`src/rtl/leds.sv`:
```
// leds: board LED controller.
//   LEDR  constant-on power indicator
//   LEDG  heartbeat, toggles every CLK_HZ/(2*BLINK_HZ) enabled cycles
//   LEDB  breathing PWM, duty ramps 0..max..0 (only with LEDS_BREATHE_EN)
//
// Build option: define LEDS_BREATHE_EN to compile in the breathe engine.
//   Without it LEDB is constant 0.
//
// Ports:
//   CLK    in   single clock, rising edge
//   RST_N  in   synchronous active-low reset
//   EN     in   enable for blink and breathe engines
//   LEDR   out  red, 1 = lit
//   LEDG   out  green, 1 = lit
//   LEDB   out  blue, 1 = lit
//
// Breathe direction FSM:
//   state  | meaning
//   DIR_UP | duty increments on each step event
//   DIR_DN | duty decrements on each step event
module leds #(
   parameter int CLK_HZ       = 12000000,
   parameter int BLINK_HZ     = 1,
   parameter int PWM_BITS     = 8,
   parameter int STEP_PERIODS = 16
) (
   input  logic CLK,
   input  logic RST_N,
   input  logic EN,
   output logic LEDR,
   output logic LEDG,
   output logic LEDB
);

   localparam int HALF = CLK_HZ / (2 * BLINK_HZ);
   localparam int BW   = (HALF > 1) ? $clog2(HALF) : 1;
   localparam logic [BW-1:0] HALF_M1 = BW'(HALF - 1);

   generate
      if (PWM_BITS < 2 || PWM_BITS > 16 || STEP_PERIODS < 1 || HALF < 2) begin : g_bad_cfg
         $error("leds: illegal parameter set");
      end
   endgenerate

   assign LEDR = 1'b1;

   logic [BW-1:0] blink_cnt;
   logic          ledg_r;

   always_ff @(posedge CLK) begin
      if (!RST_N) begin
         blink_cnt <= '0;
         ledg_r    <= 1'b0;
      end else if (EN) begin
         if (blink_cnt == HALF_M1) begin
            blink_cnt <= '0;
            ledg_r    <= ~ledg_r;
         end else begin
            blink_cnt <= blink_cnt + 1'b1;
         end
      end
   end

   assign LEDG = ledg_r;

`ifdef LEDS_BREATHE_EN
   localparam int SW = (STEP_PERIODS > 1) ? $clog2(STEP_PERIODS) : 1;
   localparam logic [SW-1:0]       STEP_LAST = SW'(STEP_PERIODS - 1);
   localparam logic [PWM_BITS-1:0] DUTY_MAX  = '1;

   typedef enum logic {DIR_UP = 1'b0, DIR_DN = 1'b1} dir_t;

   dir_t                dir_q, dir_d;
   logic [PWM_BITS-1:0] pwm_cnt;
   logic [PWM_BITS-1:0] duty_q, duty_d;
   logic [SW-1:0]       step_cnt, step_d;
   logic                ledb_r;
   logic                period_end;
   logic                step_evt;

   always_comb begin
      period_end = EN && (pwm_cnt == DUTY_MAX);
      step_evt   = period_end && (step_cnt == STEP_LAST);
      dir_d      = dir_q;
      duty_d     = duty_q;
      step_d     = step_cnt;
      if (period_end) begin
         step_d = step_evt ? '0 : step_cnt + 1'b1;
      end
      // Direction flips on the step that lands on an end value, so duty
      // never wraps.
      if (step_evt) begin
         case (dir_q)
            DIR_UP: begin
               if (duty_q != DUTY_MAX) duty_d = duty_q + 1'b1;
               if (duty_d == DUTY_MAX) dir_d = DIR_DN;
            end
            default: begin
               if (duty_q != '0) duty_d = duty_q - 1'b1;
               if (duty_d == '0) dir_d = DIR_UP;
            end
         endcase
      end
   end

   always_ff @(posedge CLK) begin
      if (!RST_N) begin
         pwm_cnt  <= '0;
         step_cnt <= '0;
         duty_q   <= '0;
         dir_q    <= DIR_UP;
         ledb_r   <= 1'b0;
      end else begin
         if (EN) begin
            pwm_cnt <= pwm_cnt + 1'b1;
            ledb_r  <= (pwm_cnt < duty_q);
         end else begin
            ledb_r  <= 1'b0;
         end
         step_cnt <= step_d;
         duty_q   <= duty_d;
         dir_q    <= dir_d;
      end
   end

   // Gate with EN so LEDB goes dark immediately when disabled.
   assign LEDB = ledb_r & EN;
`else
   assign LEDB = 1'b0;
`endif

endmodule

```
`config.mk`:
```
export PLATFORM = sky130hd
export DESIGN_NAME = leds
export DESIGN_NICKNAME = d
export VERILOG_FILES = /design/src/rtl/leds.sv
export SDC_FILE = /design/constraint.sdc
export NUM_CORES = 1
export LEC_CHECK = 0
export CAP_MARGIN = 10
export CORE_MARGIN = 4
export CORE_UTILIZATION = 62
export DETAILED_ROUTE_END_ITERATION = 10
export PLACE_DENSITY = 0.78
export SLEW_MARGIN = 10
export SYNTH_ARGS = -nofsm -noshare
export SYNTH_HDL_FRONTEND = slang
export SYNTH_SLANG_ARGS = --single-unit
export TNS_END_PERCENT = 20
```
`constraint.sdc`:
```
create_clock -name CLK -period 6.3 [get_ports CLK]
set_clock_uncertainty 0.15 [all_clocks]
set_input_delay 0.945 -clock CLK [delete_from_list [all_inputs] [get_ports CLK]]
set_output_delay 0.945 -clock CLK [all_outputs]
set_load 0.1 [all_outputs]
```
==> results of run 1 <==
-- worst max-delay path by stage --
| stage | end |
|---|---|
| floorplan | blink_cnt[20]$_SDFFE_PN0P_ |
| global placement | blink_cnt[20]$_SDFFE_PN0P_ |
| detailed placement | blink_cnt[20]$_SDFFE_PN0P_ |
| CTS | blink_cnt[20]$_SDFFE_PN0P_ |
| global route | blink_cnt[20]$_SDFFE_PN0P_ |
| finish | blink_cnt[20]$_SDFFE_PN0P_ |
-- where the power goes --
| group | internal (W) | switching, W |
|---|---|---|
| Clock | 0.0000644 | 0.0000469 |
| Sequential | 0.000153 | 0.00000191 |
| Combinational | 0.00000366 | 0.00000973 |
-- state kept, by name, summed over array words and instances (netlist names) --
signal and cells:
blink_cnt 23, LEDG 1
-- worst register-to-register path: cells and delay by family (launching register included) --
kind	cells	cell delay, ns
fa+ha+maj	1	0.25
compound gates	1	0.14
flops	1	0.44
simple gates	3	1.45
-- cell usage in the layout, fill, tap and decap left out, drive strengths merged, types with 3 or more instances in the layout --
cell,n
dfxtp,24
nor2,18
nand4,12
xnor2,9
nand2,8
a21oi,8
o21ai,8
or3,7
nand3,5
xor2,5
and4,3
or4,3
clkbuf,3
clkdlybuf4s50,3
-- cell type report --
type                    count  area [um2]
inverters                   2        7.51
clock buffers               3        22.5
flip-flops and latches     24         480
clock inverters             1        30.0
fillers                   154         499
multi-input cells         105         656
repair buffers              4        37.5
well taps                  25        31.3
-- stage by stage --
| step | setup WS [ns] | util | instances | instance area [um2] | total power, W |
|---|---|---|---|---|---|
| after floorplan | 3.54 | - | 139 | 1190 | 0.000170 |
| after CTS | 3.25 | 0.717 | 164 | 1260 | 0.000282 |
| after detailed placement | 2.91 | 0.687 | 160 | 1210 | 0.000172 |
| after global placement | 2.98 | 0.687 | 160 | 1210 | 0.000171 |
| after global routing | 3.14 | 0.717 | 164 | 1260 | 0.000290 |
| final | 3.22 | 0.717 | 164 | 1260 | 0.000280 |
-- kinds of logic (layout without fill, tap and decap cells) --
group | after synthesis | after routing
adders and majority gates | 1 | 1
AOI/OAI and AO/OA | 19 | 19
DFF | 24 | 24
xor gates and xnor gates | 14 | 14
and+or+nand+nor | 68 | 68
other | 2 | 2
muxes | 1 | 1
buffers and inverters | 10 | 10
-- per-layer routing --
layer | wire [um] | vias up | share of wire | GRT usage
met4 | 14 | 0 | 0.0062 | 0.0480
met2 | 1080 | 19 | 0.48 | 0.320
met3 | 94 | 2 | 0.041 | 0.0516
met5 | 0 | - | 0 | 0
li1 | - | 495 | - | -
met1 | 1080 | 435 | 0.48 | 0.275
==> results.txt, run 1 <==
----------------------------------------------------
[Timing]
  Final count of pins violating max slew ... 0
  Clock period minus worst slack ... approximately 3.1 ns
  Relative slew slack ... 0.343
  Slew of the pin with the lowest slew margin ... 0.982 ns
  Final hold violation count ... 0
  Final setup violation count ... 0
  Period utilization ... 0.488
  Aggregate negative setup slack ... 0 ns
  Worst hold margin ... around 0.36 ns
  Setup repair after global routing missed its margin ... no
  Highest achievable clock rate ... about 330 MHz

[Synthesis]
  Library cell with the largest summed area after synthesis ... dfxtp_1
  Syn nets ... approximately 140
  Number of unique standard cell types used by synthesis ... 32
  Synth warn ... 0
  Post-synthesis sequential area ratio ... 0.405
  Area share of xor/xnor cells in the synthesized design ... 0.103
  Average cell area after synthesis ... between 8 and 9 um2
  Largest family of logic cells by synthesized area ... simple AND/OR/NAND/NOR gates
  Yosys reg bits ... 24
  Fraction of registers with async set or reset after synthesis ... 0
  Dominant cell by count in the synthesized netlist ... dfxtp_1
  Post-synthesis mux area share ... 0.00843
  Simple-gate share of the synthesized area ... 0.332
  Largest cells by area after synthesis ... dfxtp_1 (40%), xnor2_1 (6.6%), nand4_1 (5.8%), nor2_1 (5.7%), or3_1 (3.7%)
  Ranking of synthesized cells by instance count ... dfxtp_1 (24), nor2_1 (18), nand4_1 (11)
  Compound-gate portion of the synthesized area ... 0.0917
  Post-synth top area share ... 0.405
  Post-Synth Adder-Cell Area ... 0.0105
  Post-synth EDFFs ... 0
  Top FF cell, synth ... dfxtp_1
  Number of instances in the synthesized netlist ... about 140
  Summed instance area of the synthesized netlist ... ~1200 um2

[Global routing]
  Number of global-route vias before repair ... ~880
  GRT Util Overall ... 0.202
  Pin count of the biggest net entering global routing ... 23
  Sum of overflow across all layers after global routing ... 0
  Global-route wire length before repair ... around 4 mm
  Initial antenna violation count ... 0

[Clock tree]
  Clock tree from TritonCTS ... done
  Clock Sink Count ... 24
  Buffers from clock root to sink, at most ... 2
  CTS buffer count ... 3
  Clock-pin transition on the worst setup and hold timing paths ... 0.13 ns
  Clock latency reported for the late side of the worst-skew pair ... about 0.32 ns
  # H-tree levels ... 1
  Post_cts resized ... 0
  Number of hold buffers added after cts ... 0
  Post-CTS repair timing setup buffer count ... 0
  Root Driver ... clkbuf_4

[Route]
  Total length of routed wires ... about 2.3 mm
  Post-detailed-route count of antenna-violating nets ... 0
  Remaining routing DRC violations ... 0
  Initial detailed-routing violation count ... 26
  Routed via count divided by cell count ... 5.80
  Vias ... approximately 950
  Number of search-and-repair iterations in the first detailed-routing pass ... 4
  Average wire length per cell after detail routing ... between 10 and 15 um

[Setup path]
  Critical-path maximum fanout ... 8
  Required @ worst endpoint ... ~6.4 ns
  Cell type group with the largest total delay on the critical path ... simple AND/OR/NAND/NOR gates
  Worst Setup End Kind ... register
  Worst Reg-to-Reg Cells ... 5
  Slowest stage cell, crit path ... or4_1
  Startpoint of the worst register-to-register path ... blink_cnt[0]$_SDFFE_PN0P_
  Startpoint of the worst setup timing path ... EN
  RR Endpoint ... blink_cnt[20]$_SDFFE_PN0P_
  Category of the worst setup path launch point ... primary input
  CP cell instances ... clkdlybuf4s50_1 -> nand4_1 -> or4_1 -> or4b_4 -> a21oi_2
  Crit path largest cell delay ... 0.67 ns
  Crit path depth ... 5
  Setup slack, reg-to-reg ... 3.82 ns
  Arr. time, crit path ... roughly 3.2 ns
  Path type of the worst setup path ... primary input to register
  Buf/Inv on CP ... 1

[Final layout]
  Post-synthesis to final-layout area growth ... 6.53%
  Fraction of layout instances using a drive strength above 1 ... 0.0576
  # nets final ... approximately 140
  Number of antenna diodes ... 0

[Floorplan]
  Num ports ... 6
  Site row count ... 15
  Starting density of the core ... 0.673
  Die X ... roughly 52 um
  Area of the die ... 2680 um2
  Vert. Die Dim ... 51.8 um
  Core ar. ... ~1800 um2

[Pwr]
  Peak ir drop on the vdd network ... about 0.17 mV
  P per Cell Area ... roughly 220 nW/um2
  LEAKAGE ... a little under 0.4 nW

[Place]
  Number of buffer cells added on primary ports ... 3
  Final weighted congestion in routability-driven placement ... approximately 0.79
  Final HPWL from detailed placement ... roughly 1.6 mm

[Min path]
  Hold Path Cell Cnt ... 2
  End point of the worst hold path ... blink_cnt[22]$_SDFFE_PN0P_
  Type of the tightest min-delay check ... register to register
  Worst hold start ... blink_cnt[22]$_SDFFE_PN0P_

[Outcome]
  Status ... complete, no violations

[Run]
  Maximum Capacitance Violations ... 0

----------------------------------------------------
(Power assumes the default switching activity.)
==> run 2, diff against run 1 <==
Settings changed: CORE_UTILIZATION 62 to 57, PLACE_DENSITY 0.78 to 0.72.
Clock period 6.3 ns to 2.9 ns, I/O delays scaled along.
==> run 2 against run 1 <==
Effect of this change:
- global-route usage decreased by 2.4 points
- clock-buffer cell count unchanged
- die area grew 7.4%
- worst setup slack worse by 2.7 ns
- sequential cell count unchanged
- combinational power grew 130%
- clock power up 29%
- via count rose by 3.9%
- hold slack got worse by 0.0069 ns
- core utilization fell by 8.0 points
==> results.txt, run 2 (synthesis results as in run 1) <==
----------------------------------------------------
[Route]
  Average wire length per cell after detail routing ... about 13 um
  Vias ... 988
  Remaining routing DRC violations ... 0
  Routed via count divided by cell count ... around 5.9
  Post-detailed-route count of antenna-violating nets ... 0
  Number of search-and-repair iterations in the first detailed-routing pass ... 4
  Initial detailed-routing violation count ... 19
  Total length of routed wires ... around 2.2 mm

[Floorplan]
  Area of the die ... about 2900 um2
  Num ports ... 6
  Site row count ... 16
  Die X ... about 54 um
  Starting density of the core ... 0.605
  Vert. Die Dim ... roughly 54 um
  Core ar. ... slightly below 2000 um2

[Timing]
  Final setup violation count ... 0
  Period utilization ... 0.812
  Setup repair after global routing missed its margin ... no
  Final count of pins violating max slew ... 0
  Aggregate negative setup slack ... 0 ns
  Final hold violation count ... 0
  Highest achievable clock rate ... 425 MHz
  Clock period minus worst slack ... between 2 and 2.5 ns
  Worst hold margin ... about 0.35 ns

[Place]
  Placed instance area ... 1230 um2
  Final HPWL from detailed placement ... around 1.6 mm
  Final weighted congestion in routability-driven placement ... ~0.76
  Number of buffer cells added on primary ports ... 3

[Global routing]
  Sum of overflow across all layers after global routing ... 0
  GR Layer Usage met1 ... 0.236
  Initial antenna violation count ... 0
  Global routing met3 resource utilization ... 0.0249
  Highest-utilization routing layer at the global route stage ... met2
  Pin count of the biggest net entering global routing ... 23
  Global-route wire length before repair ... between 3 and 4 mm
  Number of global-route vias before repair ... between 800 and 900
  GRT met2 Usage ... 0.294
  GRT Util Overall ... 0.178

[Setup path]
  Setup slack, reg-to-reg ... 0.55 ns
  Cell type group with the largest total delay on the critical path ... simple AND/OR/NAND/NOR gates
  Worst Reg-to-Reg Cells ... 5
  Worst Setup End Kind ... register
  Slowest stage cell, crit path ... or4_1
  CP cell instances ... ha_1 -> nand4_1 -> or4_1 -> or4b_4 -> a21oi_2
  Category of the worst setup path launch point ... register
  Crit path largest cell delay ... 0.64 ns
  Required @ worst endpoint ... 3.01 ns
  Path type of the worst setup path ... register to register
  Arr. time, crit path ... around 2.5 ns
  RR Endpoint ... blink_cnt[20]$_SDFFE_PN0P_
  Startpoint of the worst register-to-register path ... blink_cnt[0]$_SDFFE_PN0P_
  Critical-path maximum fanout ... 8
  Buf/Inv on CP ... 0

[Clock tree]
  Number of hold buffers added after cts ... 0
  Post-CTS repair timing setup buffer count ... 0
  Post_cts resized ... 0
  CTS buffer count ... 3
  Clock Sink Count ... 24
  Root Driver ... clkbuf_4
  Buffers from clock root to sink, at most ... 2
  Clock latency reported for the late side of the worst-skew pair ... about 0.31 ns
  Clock tree from TritonCTS ... done
  # H-tree levels ... 1
  Clock-pin transition on the worst setup and hold timing paths ... ~0.12 ns

[Min path]
  Type of the tightest min-delay check ... register to register
  Worst hold start ... blink_cnt[22]$_SDFFE_PN0P_
  End point of the worst hold path ... blink_cnt[22]$_SDFFE_PN0P_
  Hold Path Cell Cnt ... 2

[Pwr]
  Peak ir drop on the vdd network ... 0.327 mV
  LEAKAGE ... between 0.3 and 0.4 nW
  P per Cell Area ... between 400 and 500 nW/um2

[Final layout]
  Most frequent standard cell in the layout excluding fill and tap cells ... dfxtp_1
  # nets final ... 146
  Register ranked first by flip-flop count ... blink_cnt
  Flip-flop count of the largest register after layout ... 23
  Leading cell types in the layout, fill and taps excluded ... dfxtp_1 (24), nor2_1 (18), nand4_1 (11)
  Design Area, Final ... 1250 um2
  Number of antenna diodes ... 0
  Fraction of layout instances using a drive strength above 1 ... 0.0714
  Post-synthesis to final-layout area growth ... 5.27%

[Outcome]
  Status ... complete, no violations

[Run]
  Maximum Capacitance Violations ... 0

----------------------------------------------------
==> run 2: cell count changes in the layout (fill, tap and decap cells not counted) <==
cell and delta:
bufinv_16 -1, clkdlybuf4s50_1 -1, buf_4 +3
==> run 2: layer usage <==
layer | up-vias | wire length (um)
met5 | - | 0
met3 | 5 | 74
met4 | 0 | 31
met1 | 461 | 1120
met2 | 17 | 1020
li1 | 505 | -
==> run 2: worst max path at each step <==
| stage | from | end | slack, ns | cells past startpoint |
|---|---|---|---|---|
| 3_5_place_dp | EN | blink_cnt[20]$_SDFFE_PN0P_ | 0.33 | 5 |
| 5_1_grt | blink_cnt[0]$_SDFFE_PN0P_ | blink_cnt[20]$_SDFFE_PN0P_ | 0.43 | 5 |
| 4_1_cts | blink_cnt[0]$_SDFFE_PN0P_ | blink_cnt[20]$_SDFFE_PN0P_ | 0.54 | 5 |
| 3_3_place_gp | EN | blink_cnt[20]$_SDFFE_PN0P_ | 0.36 | 5 |
| 2_1_floorplan | EN | blink_cnt[20]$_SDFFE_PN0P_ | 0.65 | 6 |
| 6_report | blink_cnt[0]$_SDFFE_PN0P_ | blink_cnt[20]$_SDFFE_PN0P_ | 0.55 | 5 |
==> run 2: cell type report <==
class,instances,area (um2)
clock buffer,3,22.5
fill,199,712
inverter,2,7.51
multi-input combinational,105,656
sequential,24,480
tap,27,33.8
timing repair buffer,6,50.0
==> run 2: power by group <==
group / internal [W] / switching [W]
logic: 0.00000886 / 0.0000214
clock network: 0.0000486 / 0.0000940
registers: 0.000333 / 0.00000397
==> run 2: stage by stage <==
stage / utilization / setup slack (ns) / std cells / total power [W]
after floorplan: - / 0.650 / 139 / 0.000369
after global placement: 0.626 / 0.363 / 164 / 0.000373
after detailed placement: 0.626 / 0.328 / 164 / 0.000374
after CTS: 0.637 / 0.543 / 167 / 0.000511
after global routing: 0.637 / 0.433 / 167 / 0.000529
final: 0.637 / 0.545 / 167 / 0.000509
==> run 2: tightest hold or removal path: cells and delay by family (launching register included) <==
kind	cells	cell delay [ns]
flops	1	0.34
compound gates	2	0.13
==> run 3, diff against run 2 <==
Clock period 2.9 ns to 2.3 ns, I/O delays scaled along.
==> run 3 against run 2 <==
Effect of this change:
- die area stayed put
- sequential share of layout area is 1.9 points lower
- combinational power is 50% higher
- critical path depth stayed put
- sequential cell count stayed put
- clock power is 25% higher
- clock-buffer cell count stayed put
- highest routed layer unchanged
- hold slack worse by 0.013 ns
- first-iteration DRC count is 16% lower
- final cell count is 5.4% higher
==> results.txt, run 3 (synthesis results as in run 1) <==
----------------------------------------------------
[Setup path]
  Worst Setup End Kind ... register
  Buf/Inv on CP ... 0
  Path type of the worst setup path ... register to register
  Startpoint of the worst setup timing path ... blink_cnt[1]$_SDFFE_PN0P_
  Crit path largest cell delay ... roughly 0.55 ns
  Slowest stage cell, crit path ... or4_1
  Required @ worst endpoint ... 2.40 ns
  Category of the worst setup path launch point ... register
  Arr. time, crit path ... 2.22 ns
  Cell type group with the largest total delay on the critical path ... simple AND/OR/NAND/NOR gates
  Critical-path maximum fanout ... 5
  CP cell instances ... ha_1 -> nand4_1 -> or4_1 -> or4b_4 -> a21oi_2
  Startpoint of the worst register-to-register path ... blink_cnt[1]$_SDFFE_PN0P_

[Place]
  Final weighted congestion in routability-driven placement ... a little over 0.8
  Count of placed standard cells including taps ... between 150 and 200
  Final HPWL from detailed placement ... roughly 1.7 mm
  Number of buffer cells added on primary ports ... 3
  Placed instance area ... between 1000 and 1500 um2
  Placement-stage worst setup slack ... -0.0765 ns

[Global routing]
  Global-route wire length before repair ... 3.99 mm
  Initial antenna violation count ... 0
  Sum of overflow across all layers after global routing ... 0
  GRT Util Overall ... 0.189
  Number of global-route vias before repair ... 910
  Pin count of the biggest net entering global routing ... 13

[Run]
  Maximum Capacitance Violations ... 0

[Pwr]
  LEAKAGE ... ~0.43 nW
  P per Cell Area ... 491 nW/um2
  Peak ir drop on the vdd network ... just under 0.4 mV
  Final Power ... roughly 0.00065 W

[Floorplan]
  Starting density of the core ... 0.605
  Site row count ... 16
  Core ar. ... between 1500 and 2000 um2
  Vert. Die Dim ... about 54 um
  Num ports ... 6
  Die X ... between 50 and 60 um
  Area of the die ... between 2000 and 3000 um2

[Route]
  Routed via count divided by cell count ... ~5.7
  Initial detailed-routing violation count ... 16
  Average wire length per cell after detail routing ... roughly 13 um
  Total length of routed wires ... roughly 2.2 mm
  Post-detailed-route count of antenna-violating nets ... 0
  Number of search-and-repair iterations in the first detailed-routing pass ... 4
  Remaining routing DRC violations ... 0
  Vias ... about 1,000

[Clock tree]
  Post-CTS repair timing setup buffer count ... 0
  CTS buffer count ... 3
  # H-tree levels ... 1
  Root Driver ... clkbuf_4
  Clock tree from TritonCTS ... done
  Clock latency reported for the late side of the worst-skew pair ... around 0.31 ns
  Clock Sink Count ... 24
  Clock-pin transition on the worst setup and hold timing paths ... roughly 0.13 ns
  Buffers from clock root to sink, at most ... 2

[Timing]
  Final count of pins violating max slew ... 0
  Highest achievable clock rate ... roughly 470 MHz
  Final hold violation count ... 0
  Worst hold margin ... 0.341 ns
  Setup repair after global routing missed its margin ... no
  Period utilization ... 0.919
  Clock period minus worst slack ... between 2 and 2.5 ns
  Setup WS post-layout ... between 0.15 and 0.2 ns
  Final setup violation count ... 0

[Final layout]
  Register ranked first by flip-flop count ... blink_cnt
  # nets final ... ~160
  Most frequent standard cell in the layout excluding fill and tap cells ... dfxtp_1
  Post-synthesis to final-layout area growth ... 11.1%
  Fraction of layout instances using a drive strength above 1 ... 0.134
  Number of antenna diodes ... 0
  Finished Layout Cells ... between 150 and 200
  Design Area, Final ... around 1300 um2
  Flip-flop count of the largest register after layout ... 23
  Leading cell types in the layout, fill and taps excluded ... dfxtp_1 (23), nor2_1 (18), buf_4 (13)

[Min path]
  Type of the tightest min-delay check ... register to register
  Worst hold start ... blink_cnt[22]$_SDFFE_PN0P_

[Outcome]
  Status ... complete, no violations

----------------------------------------------------
[run 3: cell count changes in the layout (fill, tap and decap cells not counted), sizes merged]
cell	change
buf	+9
[run 3: area by class of cell]
type / count / area, um2
Tap cell: 27 / 33.8
Clock buffer: 3 / 22.5
Fill cell: 178 / 643
Sequential cell: 24 / 482
Multi-Input combinational cell: 105 / 656
Timing Repair Buffer: 15 / 118
Inverter: 2 / 7.51
[run 3: worst paths after layout]
kind                                      to  slack [ns]  cells after the start
hold reg to reg   blink_cnt[22]$_SDFFE_PN0P_        0.34                      2
setup reg to reg  blink_cnt[20]$_SDFFE_PN0P_        0.19                      5
hold / removal    blink_cnt[22]$_SDFFE_PN0P_        0.34                      2
setup / recovery  blink_cnt[20]$_SDFFE_PN0P_        0.19                      5
[run 3: worst register-to-register path: stages (launching register included)]
cell	delay (ns)
dfxtp_2	0.38
ha_1	0.18
nand4_1	0.12
or4_1	0.55
or4b_4	0.53
a21oi_2	0.14
[run 3: what timing repair did]
| action | in CTS | in global routing |
|---|---|---|
| endpoints found under the hold margin | 0 | 0 |
| resized for setup | 0 | 1 |
| setup endpoints to repair | 0 | 1 |
| hold buffers | 0 | 0 |
[run 3: stage by stage]
step	utilization	TNS, ns
2_1_floorplan	-	0
3_3_place_gp	0.660	-0.0326
3_5_place_dp	0.660	-0.229
4_1_cts	0.672	0
5_1_grt	0.672	0
6_report	0.672	0
[run 3: layer usage]
layer / up-vias / GRT usage / wire length [um]
met5: - / 0 / 0
li1: 519 / - / -
met4: 0 / 0.0766 / 27
met2: 15 / 0.300 / 981
met3: 4 / 0.0249 / 65
met1: 461 / 0.257 / 1140
[run 3: power by group]
group          switching [W]   total, W  internal (W)
combinational      0.0000303  0.0000454     0.0000152
sequential        0.00000343   0.000423      0.000420
clock               0.000118   0.000179     0.0000612
total               0.000152   0.000648      0.000496
